File: src/rtl/hub75_capture.sv
// HUB75 bus receiver: rebuilds each latched row from the panel shift bus into a
// tagged pixel stream, using ping-pong line buffers drained through a ready/valid port.
module hub75_capture #(
    parameter int unsigned WIDTH    = 64,
    parameter int unsigned ROW_BITS = 5,
    parameter int unsigned PLANES   = 8,
    parameter int unsigned CNT_BITS = 16
) (
    input  logic                      display_clock,
    input  logic                      display_resetn,
    input  logic                      panel_clk,
    input  logic                      panel_stb,
    input  logic                      panel_oe,
    input  logic [ROW_BITS-1:0]       panel_addr,
    input  logic [5:0]                panel_rgb,
    output logic                      out_valid,
    input  logic                      out_ready,
    output logic [5:0]                out_pixel,
    output logic [$clog2(WIDTH)-1:0]  out_col,
    output logic [ROW_BITS-1:0]       out_row,
    output logic [$clog2(PLANES)-1:0] out_plane,
    output logic                      out_last,
    output logic                      frame_start,
    output logic [15:0]               oe_cycles,
    output logic [CNT_BITS-1:0]       lines_dropped,
    output logic [CNT_BITS-1:0]       line_errors
);
    localparam int unsigned CW = $clog2(WIDTH);
    localparam int unsigned PW = $clog2(PLANES);

    typedef enum logic {IDLE, SEND} state_t;
    state_t state;

    logic [1:0]          clk_sync, stb_sync, oe_sync;
    logic                clk_d, stb_d;
    logic [ROW_BITS-1:0] addr_s1, addr_s2;
    logic [5:0]          rgb_s1, rgb_s2;

    logic [CW:0]         col_cnt, col_next;
    logic                overrun, overrun_next;
    logic                fill_sel;
    logic [ROW_BITS-1:0] prev_row;
    logic [PW-1:0]       plane, plane_next;
    logic [15:0]         oe_cnt;
    logic [5:0]          line_mem [2][WIDTH];

    logic clk_rise, stb_rise, fill_full, line_ok, drain_free, commit;
    logic [CW-1:0] col_inc;

    always_ff @(posedge display_clock or negedge display_resetn) begin
        if (!display_resetn) begin
            clk_sync <= '0;
            stb_sync <= '0;
            oe_sync  <= '0;
            clk_d    <= 1'b0;
            stb_d    <= 1'b0;
            addr_s1  <= '0;
            addr_s2  <= '0;
            rgb_s1   <= '0;
            rgb_s2   <= '0;
        end else begin
            clk_sync <= {clk_sync[0], panel_clk};
            stb_sync <= {stb_sync[0], panel_stb};
            oe_sync  <= {oe_sync[0], panel_oe};
            clk_d    <= clk_sync[1];
            stb_d    <= stb_sync[1];
            addr_s1  <= panel_addr;
            addr_s2  <= addr_s1;
            rgb_s1   <= panel_rgb;
            rgb_s2   <= rgb_s1;
        end
    end

    assign clk_rise  = clk_sync[1] & ~clk_d;
    assign stb_rise  = stb_sync[1] & ~stb_d;
    assign fill_full = col_cnt[CW];

    // A clock edge coinciding with the strobe is folded in before the strobe is judged.
    always_comb begin
        col_next     = col_cnt;
        overrun_next = overrun;
        if (clk_rise) begin
            if (fill_full) overrun_next = 1'b1;
            else           col_next     = col_cnt + (CW+1)'(1);
        end
    end

    assign line_ok    = (col_next == (CW+1)'(WIDTH)) && !overrun_next;
    assign drain_free = (state == IDLE) || (out_valid && out_ready && out_last);
    assign commit     = stb_rise && line_ok && drain_free;
    assign col_inc    = out_col + CW'(1);

    always_comb begin
        plane_next = '0;
        if (addr_s2 == prev_row)
            plane_next = (plane == PW'(PLANES - 1)) ? '0 : plane + PW'(1);
    end

    always_ff @(posedge display_clock) begin
        if (clk_rise && !fill_full)
            line_mem[fill_sel][col_cnt[CW-1:0]] <= rgb_s2;
    end

    always_ff @(posedge display_clock or negedge display_resetn) begin
        if (!display_resetn) begin
            col_cnt       <= '0;
            overrun       <= 1'b0;
            fill_sel      <= 1'b0;
            prev_row      <= '1;
            plane         <= '0;
            oe_cnt        <= '0;
            oe_cycles     <= '0;
            lines_dropped <= '0;
            line_errors   <= '0;
        end else begin
            if (stb_rise) begin
                col_cnt   <= '0;
                overrun   <= 1'b0;
                oe_cycles <= oe_cnt;
                oe_cnt    <= '0;
                if (!line_ok) begin
                    if (line_errors != '1) line_errors <= line_errors + CNT_BITS'(1);
                end else if (!drain_free) begin
                    if (lines_dropped != '1) lines_dropped <= lines_dropped + CNT_BITS'(1);
                end else begin
                    fill_sel <= ~fill_sel;
                    prev_row <= addr_s2;
                    plane    <= plane_next;
                end
            end else begin
                col_cnt <= col_next;
                overrun <= overrun_next;
                if (!oe_sync[1] && oe_cnt != '1) oe_cnt <= oe_cnt + 16'd1;
            end
        end
    end

    // Drain reads the buffer not being filled; the next address is read on each
    // handshake so the registered pixel is ready one cycle later without bubbles.
    always_ff @(posedge display_clock or negedge display_resetn) begin
        if (!display_resetn) begin
            state       <= IDLE;
            out_valid   <= 1'b0;
            out_pixel   <= '0;
            out_col     <= '0;
            out_row     <= '0;
            out_plane   <= '0;
            out_last    <= 1'b0;
            frame_start <= 1'b0;
        end else begin
            frame_start <= 1'b0;
            if (state == SEND && out_ready) begin
                if (out_last) begin
                    state     <= IDLE;
                    out_valid <= 1'b0;
                    out_last  <= 1'b0;
                end else begin
                    out_col   <= col_inc;
                    out_pixel <= line_mem[~fill_sel][col_inc];
                    out_last  <= (col_inc == CW'(WIDTH - 1));
                end
            end
            if (commit) begin
                state       <= SEND;
                out_valid   <= 1'b1;
                out_col     <= '0;
                out_pixel   <= line_mem[fill_sel][0];
                out_row     <= addr_s2;
                out_plane   <= plane_next;
                out_last    <= (WIDTH == 1);
                frame_start <= (addr_s2 == '0) && (plane_next == '0);
            end
        end
    end
endmodule
File: config.mk
export PLATFORM = sky130hd
export DESIGN_NAME = hub75_capture
export DESIGN_NICKNAME = d
export VERILOG_FILES = /design/src/rtl/hub75_capture.sv
export SDC_FILE = /design/constraint.sdc
export NUM_CORES = 1
export LEC_CHECK = 0
export BUFFER_PORTS_ARGS = -buffer_cell sky130_fd_sc_hd__clkbuf_2
export CAP_MARGIN = 10
export CORE_AREA = 2 2 348 264
export CTS_BUF_LIST = sky130_fd_sc_hd__clkbuf_2
export CTS_CLUSTER_DIAMETER = 200
export DETAILED_ROUTE_END_ITERATION = 6
export DIE_AREA = 0 0 350 266
export MAX_ROUTING_LAYER = met4
export PLACE_DENSITY = 0.63
export SYNTH_ARGS = -nofsm -noshare
export SYNTH_HDL_FRONTEND = slang
export SYNTH_SLANG_ARGS = --single-unit
File: constraint.sdc
create_clock -name display_clock -period 3.95 [get_ports display_clock]
set_input_delay 0.5925 -clock display_clock [delete_from_list [all_inputs] [get_ports display_clock]]
set_output_delay 0.5925 -clock display_clock [all_outputs]
set_load 0.02 [all_outputs]
==> flow_summary.yaml <==
sta:
  drv_slew: 0
  slew_headroom_pct: 31.9
  setup_viol: 0
  rsz0062_at_grt: "no"
  worst_slew_pin_slew_ps: 1020
  tns_ps: 0
  period_needed_ps: 3580
  fmax_mhz: 280
  hold_violations: 0
  finalCritPeriodShare_pct: 90.5
  whs_ps: 231
  finClkSkew_ps: 111
synthesis:
  synth_compound_area_share_pct: 2.22
  synthMuxAreaShare_pct: 14.3
  ys_ff_latch: 899
  syn_area_per_cell_um2: 18.1
  synthSimpleGateAreaFrac_pct: 6.48
  yosysWarnings: 0
  yosysSeqAreaShare_pct: 74.1
  synth_cell_types: 64
  netlist_area_um2: 35600
  ys.flop_type: "edfxtp_1"
  synth_cells: 1962
  async_flop_share_pct: 14.6
  synth_fa_ha_area_share_pct: 0.281
  synth_edf_count: 768
  synth_top_family_by_area: "multiplexers"
  synth-xor-area-share_pct: 1.45
  syn-num-nets: 1987
final_layout:
  fin_nets: 2305
  fin_area_um2: 40200
  multi_input_area_um2: 8820
  ff_latch_area_um2: 26400
  syn_to_final_growth_pct: 13.1
  drive_above_1_share_pct: 30.7
  fillers: 7852
  utilization_pct: 44.6
clocking:
  htree_levels: 4
  post_cts_resized: 0
  clk_pin_slew_ps: 130
  cts_buffers: 200
  cts_buffer_depth: 3
  clock_latency_ps: 1450
  postCtsHoldBufs: 32
  root_buffer: "clkbuf_2"
  cts_setup_buffers: 0
  cts.sinks: 899
  cts_tree: "done"
route:
  vias: 19700
  wl_per_cell_um: 23.3
  viasPerCell: 5.37
  dr.pass1.iters: 6
  ant_nets: 0
  totalWireLength_um: 85500
  drtIter0Drc: 2406
  drc: 0
worst_hold_path:
  hold_path_class: "primary input to flip-flop"
  whs_path_depth: 5
  hold_path_end: "out_last$_DFFE_PN0P_"
  hp-start: "out_ready"
pwr:
  p_leak_nw: 13.8
  power_mw: 22.5
  ir_drop_v: 0.000693
  power_density_nw_per_um2: 560
global_routing:
  grt_start_max_net_pins: 88
  grt-ovfl-total: 0
  grt_pass1_wl_um: 129000
  grtUsageTotal_pct: 19.3
  antenna_found_initial: 3
  grt_pass1_vias: 20100
placed_design:
  gp_congestion: 0.951
  io_buffers: 87
  dp_hpwl_um: 54300
  placed_area_um2: 38000
worst_setup_path:
  required_ps: 3360
  worstReg2RegStart: "out_col[0]$_DFFE_PN0P_"
  r2r_setup_slack_ps: 450
  reg2reg_to: "out_pixel[3]$_DFFE_PN0P_"
  start_kind: "flip-flop"
  crit_fanout: 58
  cp.arrival_ps: 2980
  ff2ff_path_depth: 8
  endpoint_kind: "primary output"
  worstSetupPathType: "flip-flop to primary output"
floorplan:
  die_h_um: 266
  ios: 88
  rows: 96
  core_um2: 90200
  fp.dieW_um: 350
  dieArea_um2: 93100
  start_util_pct: 39.4
run_status:
  status: "complete, no violations"
flow_run:
  drv_cap: 0
## cell families after synthesis
logic type | after synthesis
DFF | 899
and+or+nand+nor | 521
muxes | 261
AOI/OAI and AO/OA | 111
buffers and inverters | 103
xor gates and xnor gates | 59
adders and majority gates | 8
## cell usage after synthesis, types with 5 or more instances
master,count,area (µm²)
nor4_1,6,37.5
clkbuf_1,51,191
a21oi_1,23,115
dfrtp_1,126,3150
mux2i_1,47,470
o22ai_1,14,87.6
or3_1,5,31.3
edfxtp_1,768,23100
and2_1,5,31.3
ha_1,8,100
nor2_1,175,657
xnor2_1,38,333
a211oi_1,11,82.6
xor2_1,21,184
inv_1,5,18.8
and4_1,7,61.3
dfstp_2,5,131
o21ai_0,18,90.1
nor3_1,13,65.1
a2111oi_0,7,61.3
buf_2,22,110
buf_1,21,78.8
mux2_2,19,214
nand2_1,206,773
nand3_1,41,205
nor2b_1,14,87.6
nand4_1,21,131
and3_1,9,56.3
mux4_2,195,4390
## how the worst max path moves through the flow
stage	from	endpoint	slack, ps
2_1_floorplan	out_col[0]$_DFFE_PN0P_	out_pixel[3]$_DFFE_PN0P_	310
3_3_place_gp	out_col[0]$_DFFE_PN0P_	out_pixel[2]$_DFFE_PN0P_	50
3_5_place_dp	out_col[0]$_DFFE_PN0P_	out_pixel[3]$_DFFE_PN0P_	430
4_1_cts	out_col[0]$_DFFE_PN0P_	out_col[0]	210
5_1_grt	out_col[0]$_DFFE_PN0P_	out_col[0]	140
6_report	out_col[0]$_DFFE_PN0P_	out_col[0]	370
## layer usage
| metal | GRT usage [%] | up-vias | routed length [µm] |
|---|---|---|---|
| li1 | - | 8482 | - |
| met1 | 28.1 | 10200 | 38400 |
| met2 | 25.6 | 955 | 36300 |
| met3 | 6.41 | 121 | 9370 |
| met4 | 5.15 | 0 | 1410 |
| met5 | - | - | 0 |
## per-stage QoR
stage | setup slack [ps] | cells
after CTS | 207 | 3660
after detailed placement | 429 | 3271
final | 374 | 3669
after floorplan | 307 | 1962
after global placement | 51.5 | 3270
after global routing | 137 | 3668
## worst max-delay path, stage by stage, from the launching register on
cell	delay, ps
dfrtp_4	470
buf_4	720
clkbuf_2	310
## flip-flops by register name (all words and copies together), names as in the netlist, 6 cells and up
| register | flops |
|---|---|
| rgb_s2 | 6 |
| col_cnt | 7 |
| oe_cnt | 16 |
| line_mem | 768 |
| out_pixel | 6 |
| rgb_s1 | 6 |
| lines_dropped | 16 |
| line_errors | 16 |
| oe_cycles | 16 |
| out_col | 6 |
## cells in the final DEF, fill, tap and decap left out, types with 5 or more instances in the layout
cell             n
clkbuf_2       392
and3_1           9
nand3_1         41
mux4_2         195
o22ai_1         14
and4_1           7
nor2_1         175
dfrtp_4          8
nand2_1        206
dfrtp_1        118
inv_1            5
dlygate4sd3_1   31
diode_2          9
dfstp_2          5
a211oi_1        11
clkinvlp_4       6
buf_4           88
clkinv_1        35
mux2_2          19
mux2i_1         47
buf_12           6
nor4_1           6
nand4_1         21
xor2_1          20
nor3_1          13
xnor2_1         37
o21ai_0         18
a2111oi_0        6
edfxtp_1       768
or3_1            5
ha_1             7
nor2b_1         13
a21oi_1         23
and2_1           5
## power by group
part / internal (mW) / switching (mW) / total [mW]
clock: 2.32 / 3.66 / 5.98
combinational: 2.25 / 3.50 / 5.75
sequential: 10.4 / 0.322 / 10.8
## final cells by class
| type | count | area share [%] |
|---|---|---|
| flip-flops and latches | 899 | 65.6 |
| multi-input cells | 960 | 21.9 |
| repair buffers | 214 | 3.89 |
| well taps | 1225 | 3.81 |
| clock buffers | 306 | 3.81 |
| clock inverters | 51 | 0.837 |
| diodes | 9 | 0.0560 |
| inverters | 5 | 0.0467 |
Power figures use the tool's default switching activity.
